$ cat src/rtl/ex_stage.sv
// ex_stage: integer execute stage.
//
// Purpose
//   Computes single-cycle logic, shift and HI/LO move results, and runs a
//   32-iteration shift-add multiplier (MULT/MULTU) that writes HI/LO.
//   While the multiplier is busy the stage stalls its upstream producer.
//
// Ports
//   clk, rst                      clock and synchronous active-high reset
//   valid_i, aluop_i, alusel_i    decoded instruction and its result class
//   reg1_i, reg2_i                source operands (shift amount in reg1_i[4:0])
//   wd_i, wreg_i                  destination register address / write request
//   stall_o                       input not consumed this cycle
//   ex_wreg_o/ex_wd_o/ex_wdata_o  combinational forwarding to decode
//   valid_o/wreg_o/wd_o/wdata_o   registered result into the memory stage
//   hi_o, lo_o                    architectural HI/LO registers

module ex_stage (
    input  logic        clk,
    input  logic        rst,
    input  logic        valid_i,
    input  logic [7:0]  aluop_i,
    input  logic [2:0]  alusel_i,
    input  logic [31:0] reg1_i,
    input  logic [31:0] reg2_i,
    input  logic [4:0]  wd_i,
    input  logic        wreg_i,
    output logic        stall_o,
    output logic        ex_wreg_o,
    output logic [4:0]  ex_wd_o,
    output logic [31:0] ex_wdata_o,
    output logic        valid_o,
    output logic        wreg_o,
    output logic [4:0]  wd_o,
    output logic [31:0] wdata_o,
    output logic [31:0] hi_o,
    output logic [31:0] lo_o
);

    // Result classes
    localparam logic [2:0] SelNop   = 3'b000;
    localparam logic [2:0] SelLogic = 3'b001;
    localparam logic [2:0] SelShift = 3'b010;
    localparam logic [2:0] SelMove  = 3'b011;

    // Operation codes
    localparam logic [7:0] OpAnd   = 8'h24;
    localparam logic [7:0] OpOr    = 8'h25;
    localparam logic [7:0] OpXor   = 8'h26;
    localparam logic [7:0] OpNor   = 8'h27;
    localparam logic [7:0] OpSll   = 8'h7C;
    localparam logic [7:0] OpSrl   = 8'h02;
    localparam logic [7:0] OpSra   = 8'h03;
    localparam logic [7:0] OpMfhi  = 8'h10;
    localparam logic [7:0] OpMflo  = 8'h12;
    localparam logic [7:0] OpMult  = 8'h18;
    localparam logic [7:0] OpMultu = 8'h19;

    typedef enum logic [0:0] {StIdle, StBusy} state_e;

    state_e      r_state;
    state_e      w_state_next;

    logic [31:0] r_hi;
    logic [31:0] r_lo;
    logic [63:0] r_acc;
    logic [63:0] r_mcand;
    logic [31:0] r_mplier;
    logic        r_neg;
    logic [4:0]  r_cnt;

    logic        w_idle;
    logic        w_take;
    logic        w_mul_op;
    logic        w_mul_signed;
    logic        w_mul_start;
    logic        w_mul_done;
    logic [31:0] w_mag1;
    logic [31:0] w_mag2;
    logic [63:0] w_acc_next;
    logic [63:0] w_product;
    logic [31:0] w_result;
    logic        w_known;

    assign w_idle       = (r_state == StIdle);
    assign w_take       = w_idle && valid_i;
    assign w_mul_op     = (aluop_i == OpMult) || (aluop_i == OpMultu);
    assign w_mul_signed = (aluop_i == OpMult);
    assign w_mul_start  = w_take && w_mul_op;
    // r_cnt counts completed BUSY edges; the edge seen with 31 is the 32nd.
    assign w_mul_done   = (r_state == StBusy) && (r_cnt == 5'd31);

    // Signed multiply runs on magnitudes; the sign is reapplied at the end.
    // 0x80000000 negates to itself, which is its correct unsigned magnitude.
    assign w_mag1 = (w_mul_signed && reg1_i[31]) ? (32'd0 - reg1_i) : reg1_i;
    assign w_mag2 = (w_mul_signed && reg2_i[31]) ? (32'd0 - reg2_i) : reg2_i;

    assign w_acc_next = r_mplier[0] ? (r_acc + r_mcand) : r_acc;
    assign w_product  = r_neg ? (64'd0 - w_acc_next) : w_acc_next;

    // ------------------------------------------------------------------
    // FSM: state register
    // ------------------------------------------------------------------
    always_ff @(posedge clk) begin
        if (rst) begin
            r_state <= StIdle;
        end else begin
            r_state <= w_state_next;
        end
    end

    // FSM: next state
    always_comb begin
        w_state_next = r_state;
        case (r_state)
            StIdle:  if (w_mul_start) w_state_next = StBusy;
            StBusy:  if (w_mul_done)  w_state_next = StIdle;
            default: w_state_next = StIdle;
        endcase
    end

    // FSM: outputs
    always_comb begin
        stall_o = 1'b0;
        if (!rst && (r_state == StBusy)) begin
            stall_o = 1'b1;
        end
    end

    // ------------------------------------------------------------------
    // Single-cycle result
    // ------------------------------------------------------------------
    always_comb begin
        w_result = 32'd0;
        w_known  = 1'b0;
        case (alusel_i)
            SelLogic: begin
                w_known = 1'b1;
                case (aluop_i)
                    OpAnd:   w_result = reg1_i & reg2_i;
                    OpOr:    w_result = reg1_i | reg2_i;
                    OpXor:   w_result = reg1_i ^ reg2_i;
                    OpNor:   w_result = ~(reg1_i | reg2_i);
                    default: w_known  = 1'b0;
                endcase
            end
            SelShift: begin
                w_known = 1'b1;
                case (aluop_i)
                    OpSll:   w_result = reg2_i << reg1_i[4:0];
                    OpSrl:   w_result = reg2_i >> reg1_i[4:0];
                    OpSra:   w_result = $unsigned($signed(reg2_i) >>> reg1_i[4:0]);
                    default: w_known  = 1'b0;
                endcase
            end
            SelMove: begin
                w_known = 1'b1;
                case (aluop_i)
                    OpMfhi:  w_result = r_hi;
                    OpMflo:  w_result = r_lo;
                    default: w_known  = 1'b0;
                endcase
            end
            SelNop:  w_known = 1'b0;
            default: w_known = 1'b0;
        endcase
    end

    // Forwarding path: only a consumable, recognised, writing op forwards.
    assign ex_wd_o    = wd_i;
    assign ex_wdata_o = w_result;
    assign ex_wreg_o  = !rst && w_take && w_known && wreg_i;

    // ------------------------------------------------------------------
    // Registered result into the memory stage
    // ------------------------------------------------------------------
    always_ff @(posedge clk) begin
        if (rst) begin
            valid_o <= 1'b0;
            wreg_o  <= 1'b0;
            wd_o    <= 5'd0;
            wdata_o <= 32'd0;
        end else if (w_idle) begin
            valid_o <= valid_i;
            wreg_o  <= valid_i && w_known && wreg_i;
            wd_o    <= wd_i;
            wdata_o <= w_result;
        end else begin
            valid_o <= 1'b0;
            wreg_o  <= 1'b0;
        end
    end

    // ------------------------------------------------------------------
    // Shift-add multiplier and HI/LO
    // ------------------------------------------------------------------
    always_ff @(posedge clk) begin
        if (rst) begin
            r_hi     <= 32'd0;
            r_lo     <= 32'd0;
            r_acc    <= 64'd0;
            r_mcand  <= 64'd0;
            r_mplier <= 32'd0;
            r_neg    <= 1'b0;
            r_cnt    <= 5'd0;
        end else if (w_mul_start) begin
            r_acc    <= 64'd0;
            r_mcand  <= {32'd0, w_mag1};
            r_mplier <= w_mag2;
            r_neg    <= w_mul_signed && (reg1_i[31] ^ reg2_i[31]);
            r_cnt    <= 5'd0;
        end else if (r_state == StBusy) begin
            r_acc    <= w_acc_next;
            r_mcand  <= {r_mcand[62:0], 1'b0};
            r_mplier <= {1'b0, r_mplier[31:1]};
            r_cnt    <= r_cnt + 5'd1;
            if (w_mul_done) begin
                r_hi <= w_product[63:32];
                r_lo <= w_product[31:0];
            end
        end
    end

    assign hi_o = r_hi;
    assign lo_o = r_lo;

endmodule

$ cat config.mk
export PLATFORM = sky130hd
export DESIGN_NAME = ex_stage
export DESIGN_NICKNAME = d
export VERILOG_FILES = /design/src/rtl/ex_stage.sv
export SDC_FILE = /design/constraint.sdc
export NUM_CORES = 1
export LEC_CHECK = 0
export CAP_MARGIN = 15
export CORE_AREA = 2 2 250 252
export DETAILED_ROUTE_END_ITERATION = 6
export DIE_AREA = 0 0 252 254
export GPL_TIMING_DRIVEN = 0
export MAX_ROUTING_LAYER = met4
export PLACE_DENSITY = 0.7
export SLEW_MARGIN = 25
export SYNTH_ARGS = -nofsm -noshare
export SYNTH_HDL_FRONTEND = slang
export SYNTH_SLANG_ARGS = --single-unit
export TNS_END_PERCENT = 50
$ cat constraint.sdc
create_clock -name clk -period 5.7 [get_ports clk]
set_clock_uncertainty 0.15 [all_clocks]
set_input_delay 1.71 -clock clk [delete_from_list [all_inputs] [get_ports clk]]
set_output_delay 1.71 -clock clk [all_outputs]
set_load 0.01 [all_outputs]
==> metrics.txt, run 1 <==
# TYPE chip_impl_metric gauge
chip_impl_info{name="timing_worst_setup_path_type",value="input port to output port"} 1
chip_impl_metric{name="antenna_found_initial",unit=""} 8
chip_impl_metric{name="worst_ep_required_time",unit="ns"} 3.84
chip_impl_metric{name="fin_util",unit=""} 0.514
chip_impl_metric{name="worst_path_largest_cell_delay",unit="ns"} 0.43
chip_impl_metric{name="timing.critical_path.arrival",unit="ns"} 3.92
chip_impl_metric{name="drt.antenna.violating_nets",unit=""} 0
chip_impl_metric{name="ys_types",unit=""} 106
chip_impl_metric{name="finalSetupViolations",unit=""} 15
chip_impl_metric{name="floorplan.die_area",unit="sq um"} 64000
chip_impl_info{name="leading_cell_type_in_the_layout_fill_and_taps_excluded",value="sky130_fd_sc_hd__nor2_1"} 1
chip_impl_info{name="outcome",value="finished, violations left"} 1
chip_impl_metric{name="crit_path_max_fanout",unit=""} 8
chip_impl_metric{name="initial_utilization",unit=""} 0.396
chip_impl_metric{name="worst_pin_slew",unit="ns"} 1.14
chip_impl_metric{name="crit_cells",unit=""} 13
chip_impl_metric{name="place_congestion",unit=""} 1.11
chip_impl_metric{name="critical_path.n_buffers_inverters",unit=""} 4
chip_impl_info{name="critPathTopFamily",value="compound AO/OA/AOI/OAI gates"} 1
chip_impl_metric{name="design.final.nets",unit=""} 3854
chip_impl_metric{name="synthesis.area",unit="sq um"} 24300
chip_impl_metric{name="cts.htree.levels",unit=""} 2
chip_impl_info{name="worstSetupEndpointType",value="output port"} 1
chip_impl_metric{name="synth_area_per_cell",unit="sq um"} 7.41
chip_impl_metric{name="numCtsBuffers",unit=""} 34
chip_impl_metric{name="syn_nets",unit=""} 3492
chip_impl_metric{name="die_x",unit="microns"} 252
chip_impl_metric{name="relative_slew_margins",unit=""} 0.241
chip_impl_info{name="worst_setup_path_start_kind",value="input port"} 1
chip_impl_metric{name="yosys_warnings",unit=""} 0
chip_impl_info{name="worst_hold_path_class",value="flop to flop"} 1
chip_impl_metric{name="final.period_utilization",unit=""} 1.01
chip_impl_metric{name="dp.final_hpwl",unit="mm"} 98.2
chip_impl_metric{name="post_route_cells_drive_above_1_share",unit=""} 0.199
chip_impl_metric{name="grt_start_max_net_pins",unit=""} 20
chip_impl_metric{name="timing_max_transition_violations_final",unit=""} 0
chip_impl_metric{name="finalCriticalPeriod",unit="ns"} 5.78
chip_impl_metric{name="reg2regPathDepth",unit=""} 15
chip_impl_metric{name="gr-usage-all-layers",unit=""} 0.383
chip_impl_metric{name="detail_route.iter0.violations",unit=""} 3887
chip_impl_metric{name="postCtsHoldBufs",unit=""} 0
chip_impl_metric{name="detail_route.first_pass.iterations",unit=""} 7
chip_impl_metric{name="drc",unit=""} 3
chip_impl_metric{name="top_level_ports",unit=""} 226
chip_impl_metric{name="ys_ff_latch",unit=""} 270
chip_impl_metric{name="worst_ir_drop_vdd",unit="V"} 0.000135
chip_impl_metric{name="die_h",unit="microns"} 254
chip_impl_metric{name="power_leakage",unit="nW"} 11.9
chip_impl_info{name="timing.critical_path.slowest_stage_cell",value="sky130_fd_sc_hd__o32ai_4"} 1
chip_impl_metric{name="vias_per_cell",unit=""} 6.39
chip_impl_metric{name="power.density_cell_area",unit="nW/um^2"} 167
chip_impl_info{name="dominantRegCellSynth",value="sky130_fd_sc_hd__dfxtp_1"} 1
chip_impl_metric{name="async_reset_ff_frac",unit=""} 0
chip_impl_metric{name="core-area",unit="sq um"} 61300
chip_impl_metric{name="rows",unit=""} 91
chip_impl_metric{name="fin_hold_ws",unit="ns"} 0.320
chip_impl_metric{name="clock_sink_count",unit=""} 270
chip_impl_info{name="crit_path_cell_trace",value="buf_12 > clkbuf_16 > buf_12 > nand2_4 > o21ai_2 > mux2i_2 > nor2_1 > nor2_2 > a21oi_2 > o32ai_4 > a21oi_2 > o221ai_2 > buf_2"} 1
chip_impl_metric{name="number_of_failing_hold_endpoints_at_the_final_stage",unit=""} 0
chip_impl_metric{name="area_delta_synth_final",unit="%"} 29.8
chip_impl_metric{name="vias",unit=""} 28479
chip_impl_metric{name="wl",unit="mm"} 123
chip_impl_info{name="rsz0062_at_grt",value="true"} 1
chip_impl_metric{name="port-buffer-count",unit=""} 224
chip_impl_metric{name="clkTransAtPathRegs",unit="ns"} 0.06
chip_impl_metric{name="synth_sequential_area_ratio",unit=""} 0.223
chip_impl_info{name="synth_area_leader_cell",value="sky130_fd_sc_hd__dfxtp_1"} 1
chip_impl_metric{name="clkLatencyLatePin",unit="ns"} 0.55
chip_impl_metric{name="syn_inst",unit=""} 3274
chip_impl_metric{name="cap_viol_max_count",unit=""} 0
chip_impl_info{name="tritoncts",value="yes"} 1
chip_impl_metric{name="global_route_wire_length_before_repair",unit="mm"} 177
chip_impl_metric{name="buffer_levels_on_the_longest_clock_path",unit=""} 3
chip_impl_metric{name="postLayoutSetupSlackWorst",unit="ns"} -0.0809
chip_impl_info{name="failed_checks",value="design-rule violations, negative setup slack"} 1
chip_impl_metric{name="route.detailed.wl_per_inst",unit="microns"} 27.6
chip_impl_info{name="clock-root-buffer",value="sky130_fd_sc_hd__clkbuf_16"} 1
chip_impl_metric{name="overflow",unit=""} 0
chip_impl_info{name="final_cell_mix",value="sky130_fd_sc_hd__nor2_1 (394), sky130_fd_sc_hd__nand2_1 (345), sky130_fd_sc_hd__dfxtp_1 (270), sky130_fd_sc_hd__a21oi_1 (198), sky130_fd_sc_hd__mux2i_1 (177)"} 1
chip_impl_metric{name="regToRegSetupSlack",unit="ns"} 0.13
chip_impl_metric{name="netlist.area_leader.share",unit=""} 0.223
chip_impl_metric{name="clock.fmax",unit="MHz"} 173
chip_impl_metric{name="worst_hold_path.num_cells",unit=""} 2
chip_impl_info{name="most_area_consuming_cells_after_synthesis",value="sky130_fd_sc_hd__dfxtp_1 (22%), sky130_fd_sc_hd__mux2i_1 (9.6%), sky130_fd_sc_hd__ha_1 (6.9%)"} 1
chip_impl_metric{name="first_global_vias",unit=""} 26142
chip_impl_metric{name="synth_enable_flop_cells",unit=""} 0
[worst reg2reg max path: cells and delay by family (launching register included)]
family | cells | cell delay (ns)
AO/OA/AOI/OAI | 8 | 2.59
XOR/XNOR | 1 | 0.37
adder cells (fa/ha/maj) | 1 | 0.32
buffers and inverters | 1 | 0.17
flip-flops | 1 | 0.37
AND/OR/NAND/NOR | 4 | 1.48
[logic make-up (layout without fill, tap and decap cells)]
kind of cell | count (synthesis) | after routing | synth area share
simple gates | 1120 | 1120 | 0.211
compound gates | 985 | 985 | 0.269
buf+inv | 342 | 726 | 0.0564
flops | 270 | 270 | 0.223
mux | 253 | 253 | 0.110
xor+xnor | 170 | 170 | 0.0614
fa+ha+maj | 134 | 134 | 0.0694
other cells | 0 | 8 | 0
[power breakdown]
group	total, W	switching [W]	internal [W]
sequential	0.00190	0.00000620	0.00189
clock	0.00222	0.000917	0.00131
combinational	0.00114	0.000715	0.000429
total	0.00527	0.00164	0.00363
[per-stage QoR]
stage                     setup WS, ns  instance area [sq um]  cells  power (W)  TNS (ns)
after floorplan                -0.0163                  24300   3274    0.00238   -0.0163
after global placement           -2.12                  27500   4288    0.00275    -77.81
after detailed placement         -2.16                  27500   4290    0.00275    -76.41
after CTS                       -0.163                  31200   4443    0.00517    -0.970
after global routing            -0.134                  31500   4456    0.00538     -1.18
final                          -0.0809                  31500   4456    0.00527    -0.635
[sequential cells by signal, indices dropped and copies added, names as in the netlist, 5 cells and up]
signal and flops:
hi_o 32, lo_o 32, r_acc 64, r_cnt 5, r_mcand 64, r_mplier 32
wd_o 5, wdata_o 32
[area by class of cell]
cell class	instances	area, sq um
well taps	790	988
inverters	93	369
flip-flops and latches	270	5410
multi-input cells	2662	19000
clock inverters	14	179
repair buffers	333	2960
diodes	8	20.0
plain buffers	242	1650
fillers	5946	29800
clock buffers	44	938
[metal layers]
layer,up-vias,track usage,routed length (microns)
met2,1992,0.510,47300
li1,12631,-,-
met3,379,0.153,18300
met1,13477,0.505,51500
met4,0,0.161,6110
met5,-,-,0
[synthesized netlist by cell type, types with 13 or more instances]
library cell / instances
sky130_fd_sc_hd__and3_1: 23
sky130_fd_sc_hd__nand4_1: 55
sky130_fd_sc_hd__a31oi_1: 31
sky130_fd_sc_hd__clkbuf_1: 175
sky130_fd_sc_hd__dfxtp_1: 270
sky130_fd_sc_hd__o21ai_0: 208
sky130_fd_sc_hd__o21ai_1: 42
sky130_fd_sc_hd__nand2_1: 364
sky130_fd_sc_hd__xor2_1: 32
sky130_fd_sc_hd__o22ai_1: 13
sky130_fd_sc_hd__nor2_1: 426
sky130_fd_sc_hd__nor2b_1: 26
sky130_fd_sc_hd__a211oi_1: 111
sky130_fd_sc_hd__nand2b_1: 16
sky130_fd_sc_hd__inv_1: 89
sky130_fd_sc_hd__buf_2: 32
sky130_fd_sc_hd__nand3_1: 48
sky130_fd_sc_hd__a211o_1: 14
sky130_fd_sc_hd__a22oi_1: 71
sky130_fd_sc_hd__a21oi_1: 228
sky130_fd_sc_hd__xnor2_1: 138
sky130_fd_sc_hd__a21o_1: 30
sky130_fd_sc_hd__nor3_1: 47
sky130_fd_sc_hd__or3_1: 21
sky130_fd_sc_hd__o31ai_1: 31
sky130_fd_sc_hd__mux2i_1: 232
sky130_fd_sc_hd__ha_1: 133
sky130_fd_sc_hd__buf_1: 32
sky130_fd_sc_hd__o221ai_1: 17
sky130_fd_sc_hd__a221o_1: 16
sky130_fd_sc_hd__o211ai_1: 25
sky130_fd_sc_hd__and2_1: 20
[what timing repair did]
action / in CTS / in global routing
endpoints found under the setup margin: 58 / 38
cloned: 7 / 1
gates resized for setup: 824 / 171
pin swaps: 99 / 50
setup buffers: 93 / 9
[worst paths after layout]
| kind | from | endpoint |
|---|---|---|
| worst max register to register | r_acc[8] | hi_o[31] |
| worst max-delay path | reg1_i[1] | ex_wdata_o[1] |
| worst min register to register | r_mplier[31] | r_mplier[31] |
| worst min-delay path | r_mplier[31] | r_mplier[31] |
Note: power is estimated with default switching activity, not from simulation.
==> run 2: changes to the inputs <==
Settings changed: CTS_BUF_LIST set to sky130_fd_sc_hd__clkbuf_2.
==> run 2 against run 1 <==
Compared with the run above:
- the flow finishes with violations (negative setup slack)
- core utilization fell by 0.24 points
- setup slack got worse by 0.082 ns
- power fell by 11%
- critical path depth fell by 6
- routed wire length rose by 1.2%
==> metrics.txt, run 2 (synthesized netlist as in run 1, its figures left out) <==
# TYPE chip_impl_metric gauge
chip_impl_info{name="outcome",value="finished, violations left"} 1
chip_impl_info{name="failed_checks",value="negative setup slack"} 1
chip_impl_metric{name="gr-usage-all-layers",unit=""} 0.388
chip_impl_metric{name="overflow",unit=""} 0
chip_impl_metric{name="crit_path_max_fanout",unit=""} 10
chip_impl_metric{name="worst_path_largest_cell_delay",unit="ns"} 0.46
chip_impl_metric{name="floorplan.die_area",unit="sq um"} 64000
chip_impl_metric{name="worst_ir_drop_vdd",unit="V"} 0.000103
chip_impl_metric{name="comb_power_share",unit=""} 0.250
chip_impl_metric{name="wl",unit="mm"} 125
chip_impl_info{name="crit_start",value="aluop_i[0]"} 1
chip_impl_metric{name="timing.critical_path.arrival",unit="ns"} 4.00
chip_impl_metric{name="relative_slew_margins",unit=""} 0.249
chip_impl_metric{name="final.period_utilization",unit=""} 1.03
chip_impl_metric{name="worst_pin_slew",unit="ns"} 1.13
chip_impl_metric{name="route.detailed.wl_per_inst",unit="microns"} 27.4
chip_impl_metric{name="port-buffer-count",unit=""} 224
chip_impl_info{name="timing.critical_path.slowest_stage_cell",value="sky130_fd_sc_hd__a211o_1"} 1
chip_impl_info{name="leading_cell_type_in_the_layout_fill_and_taps_excluded",value="sky130_fd_sc_hd__nor2_1"} 1
chip_impl_metric{name="postCtsHoldBufs",unit=""} 0
chip_impl_metric{name="area_delta_synth_final",unit="%"} 29.2
chip_impl_metric{name="cap_viol_max_count",unit=""} 0
chip_impl_metric{name="drc",unit=""} 0
chip_impl_metric{name="drt.antenna.violating_nets",unit=""} 0
chip_impl_metric{name="design.final.nets",unit=""} 3916
chip_impl_info{name="crit_path_cell_trace",value="clkdlybuf4s15_2 > clkbuf_4 > buf_2 > buf_2 > o21ai_0 > a211o_1 > buf_6"} 1
chip_impl_info{name="crit_path_frequent_cell",value="sky130_fd_sc_hd__buf_2"} 1
chip_impl_info{name="worstSetupEndpointType",value="output port"} 1
chip_impl_metric{name="design_area",unit="sq um"} 31400
chip_impl_metric{name="number_of_failing_hold_endpoints_at_the_final_stage",unit=""} 0
chip_impl_metric{name="p_clk_frac",unit=""} 0.343
chip_impl_metric{name="fin_util",unit=""} 0.512
chip_impl_metric{name="grt_start_max_net_pins",unit=""} 20
chip_impl_metric{name="place_congestion",unit=""} 1.11
chip_impl_metric{name="seq_power_share",unit=""} 0.407
chip_impl_info{name="rsz0062_at_grt",value="true"} 1
chip_impl_metric{name="critical_path.n_buffers_inverters",unit=""} 5
chip_impl_metric{name="vias_per_cell",unit=""} 6.36
chip_impl_metric{name="finalSetupViolations",unit=""} 14
chip_impl_metric{name="initial_utilization",unit=""} 0.396
chip_impl_info{name="top_regs",value="r_acc: 64 flops, r_mcand: 64 flops"} 1
chip_impl_metric{name="nFillCells",unit=""} 6045
chip_impl_info{name="crit_end",value="ex_wdata_o[26]"} 1
chip_impl_metric{name="timing_max_transition_violations_final",unit=""} 0
chip_impl_metric{name="detail_route.iter0.violations",unit=""} 4000
chip_impl_metric{name="detail_route.first_pass.iterations",unit=""} 7
chip_impl_metric{name="regToRegSetupSlack",unit="ns"} 0.05
chip_impl_metric{name="vias",unit=""} 28972
chip_impl_metric{name="global_route_wire_length_before_repair",unit="mm"} 179
chip_impl_metric{name="clock.fmax",unit="MHz"} 171
chip_impl_info{name="worst_setup_path_start_kind",value="input port"} 1
chip_impl_metric{name="net-switching-power",unit="W"} 0.00171
chip_impl_info{name="timing_worst_setup_path_type",value="input port to output port"} 1
chip_impl_info{name="clock-root-buffer",value="sky130_fd_sc_hd__clkbuf_2"} 1
chip_impl_metric{name="core-area",unit="sq um"} 61300
chip_impl_info{name="final_cell_mix",value="sky130_fd_sc_hd__nor2_1 (393), sky130_fd_sc_hd__nand2_1 (346), sky130_fd_sc_hd__dfxtp_1 (270), sky130_fd_sc_hd__a21oi_1 (196), sky130_fd_sc_hd__mux2i_1 (176)"} 1
chip_impl_metric{name="power.density_cell_area",unit="nW/um^2"} 149
chip_impl_info{name="worst_hold_path_class",value="flop to flop"} 1
chip_impl_metric{name="crit_cells",unit=""} 7
chip_impl_metric{name="place_area",unit="sq um"} 27500
chip_impl_metric{name="die_h",unit="microns"} 254
chip_impl_metric{name="clkTransAtPathRegs",unit="ns"} 0.09
chip_impl_metric{name="clock_sink_count",unit=""} 270
chip_impl_metric{name="clkLatencyLatePin",unit="ns"} 1.22
chip_impl_info{name="r2r_start",value="r_acc[8]"} 1
chip_impl_metric{name="finalCriticalPeriod",unit="ns"} 5.86
chip_impl_info{name="tritoncts",value="yes"} 1
chip_impl_metric{name="power_leakage",unit="nW"} 12.0
chip_impl_metric{name="cell_internal_pwr",unit="W"} 0.00295
chip_impl_metric{name="reg2regPathDepth",unit=""} 15
chip_impl_metric{name="netSwitchingFraction",unit=""} 0.367
chip_impl_metric{name="worst_ep_required_time",unit="ns"} 3.84
chip_impl_info{name="critPathTopFamily",value="buffers and inverters"} 1
chip_impl_metric{name="die_x",unit="microns"} 252
chip_impl_metric{name="top_level_ports",unit=""} 226
chip_impl_metric{name="dp.final_hpwl",unit="mm"} 98.2
chip_impl_metric{name="sequential_cell_area",unit="sq um"} 5410
chip_impl_metric{name="post_route_cells_drive_above_1_share",unit=""} 0.217
chip_impl_metric{name="multi_input_area",unit="sq um"} 19000
chip_impl_metric{name="antenna_found_initial",unit=""} 8
chip_impl_metric{name="rows",unit=""} 91
chip_impl_info{name="critical_path.reg2reg.endpoint",value="hi_o[28]"} 1
chip_impl_metric{name="cts.htree.levels",unit=""} 3
chip_impl_metric{name="numCtsBuffers",unit=""} 78
chip_impl_metric{name="buffer_levels_on_the_longest_clock_path",unit=""} 3
chip_impl_metric{name="finalSetupTns",unit="ns"} -0.669
chip_impl_metric{name="first_global_vias",unit=""} 26859
chip_impl_metric{name="postLayoutSetupSlackWorst",unit="ns"} -0.163
## run 2: changes by cell type in the layout (fill, tap and decap cells not counted), moves of 5 or more
| cell | previous run | this run |
|---|---|---|
| sky130_fd_sc_hd__buf_2 | 73 | 78 |
| sky130_fd_sc_hd__buf_4 | 112 | 121 |
| sky130_fd_sc_hd__buf_6 | 17 | 22 |
| sky130_fd_sc_hd__clkbuf_16 | 46 | 13 |
| sky130_fd_sc_hd__clkbuf_2 | 25 | 129 |
| sky130_fd_sc_hd__clkinv_1 | 1 | 18 |
## run 2: through the flow
step	instances	hold slack (ns)	setup WS [ns]	total power (W)
after floorplan	3274	0.287	-0.0163	0.00238
final	4554	0.312	-0.163	0.00466
after global placement	4288	0.297	-2.12	0.00275
after detailed placement	4290	0.301	-2.16	0.00275
after CTS	4533	0.314	-0.160	0.00456
after global routing	4554	0.349	-0.168	0.00480
## run 2: tightest hold or removal path, cell delays in order (launching register included)
cell and delay (ns):
sky130_fd_sc_hd__dfxtp_1 0.32, sky130_fd_sc_hd__nand2_1 0.05, sky130_fd_sc_hd__a21oi_1 0.05
## run 2: layout make-up
| type | instances | area share |
|---|---|---|
| plain buffers | 241 | 0.0531 |
| clock inverters | 32 | 0.00670 |
| inverters | 93 | 0.0119 |
| multi-input cells | 2662 | 0.606 |
| well taps | 790 | 0.0315 |
| clock buffers | 107 | 0.0171 |
| flip-flops and latches | 270 | 0.172 |
| diodes | 7 | 0.000559 |
| repair buffers | 352 | 0.100 |
## run 2: how the worst min path moves through the flow
| stage | startpoint | end | cells past startpoint |
|---|---|---|---|
| 2_1_floorplan | r_mplier[31] | r_mplier[31] | 2 |
| 5_1_grt | r_mplier[31] | r_mplier[31] | 2 |
| 6_report | r_mplier[31] | r_mplier[31] | 2 |
| 4_1_cts | r_mplier[31] | r_mplier[31] | 2 |
| 3_3_place_gp | r_mplier[31] | r_mplier[31] | 2 |
| 3_5_place_dp | r_mplier[31] | r_mplier[31] | 2 |
## run 2: what timing repair did
item | in CTS | in global routing
pin swaps | 99 | 50
endpoints found under the setup margin | 57 | 40
gates cloned | 10 | 1
buffers inserted | 100 | 16
endpoints found under the hold margin | 0 | 0
resized for setup | 838 | 177
## run 2: power by group through the flow
stage          clock (W)  combinational [W]  sequential (W)
6_report         0.00160            0.00117         0.00190
5_1_grt          0.00171            0.00119         0.00190
4_1_cts          0.00162            0.00105         0.00190
3_5_place_dp           0           0.000807         0.00194
3_3_place_gp           0           0.000812         0.00194
2_1_floorplan          0           0.000438         0.00194
## run 2: layer usage
layer  vias to the layer above  track usage  routed length, microns
li1                      12801            -                       -
met1                     13610        0.509                   51300
met2                      2098        0.514                   47600
met3                       463        0.158                   19100
met4                         0        0.174                    6730
met5                         -            -                       0
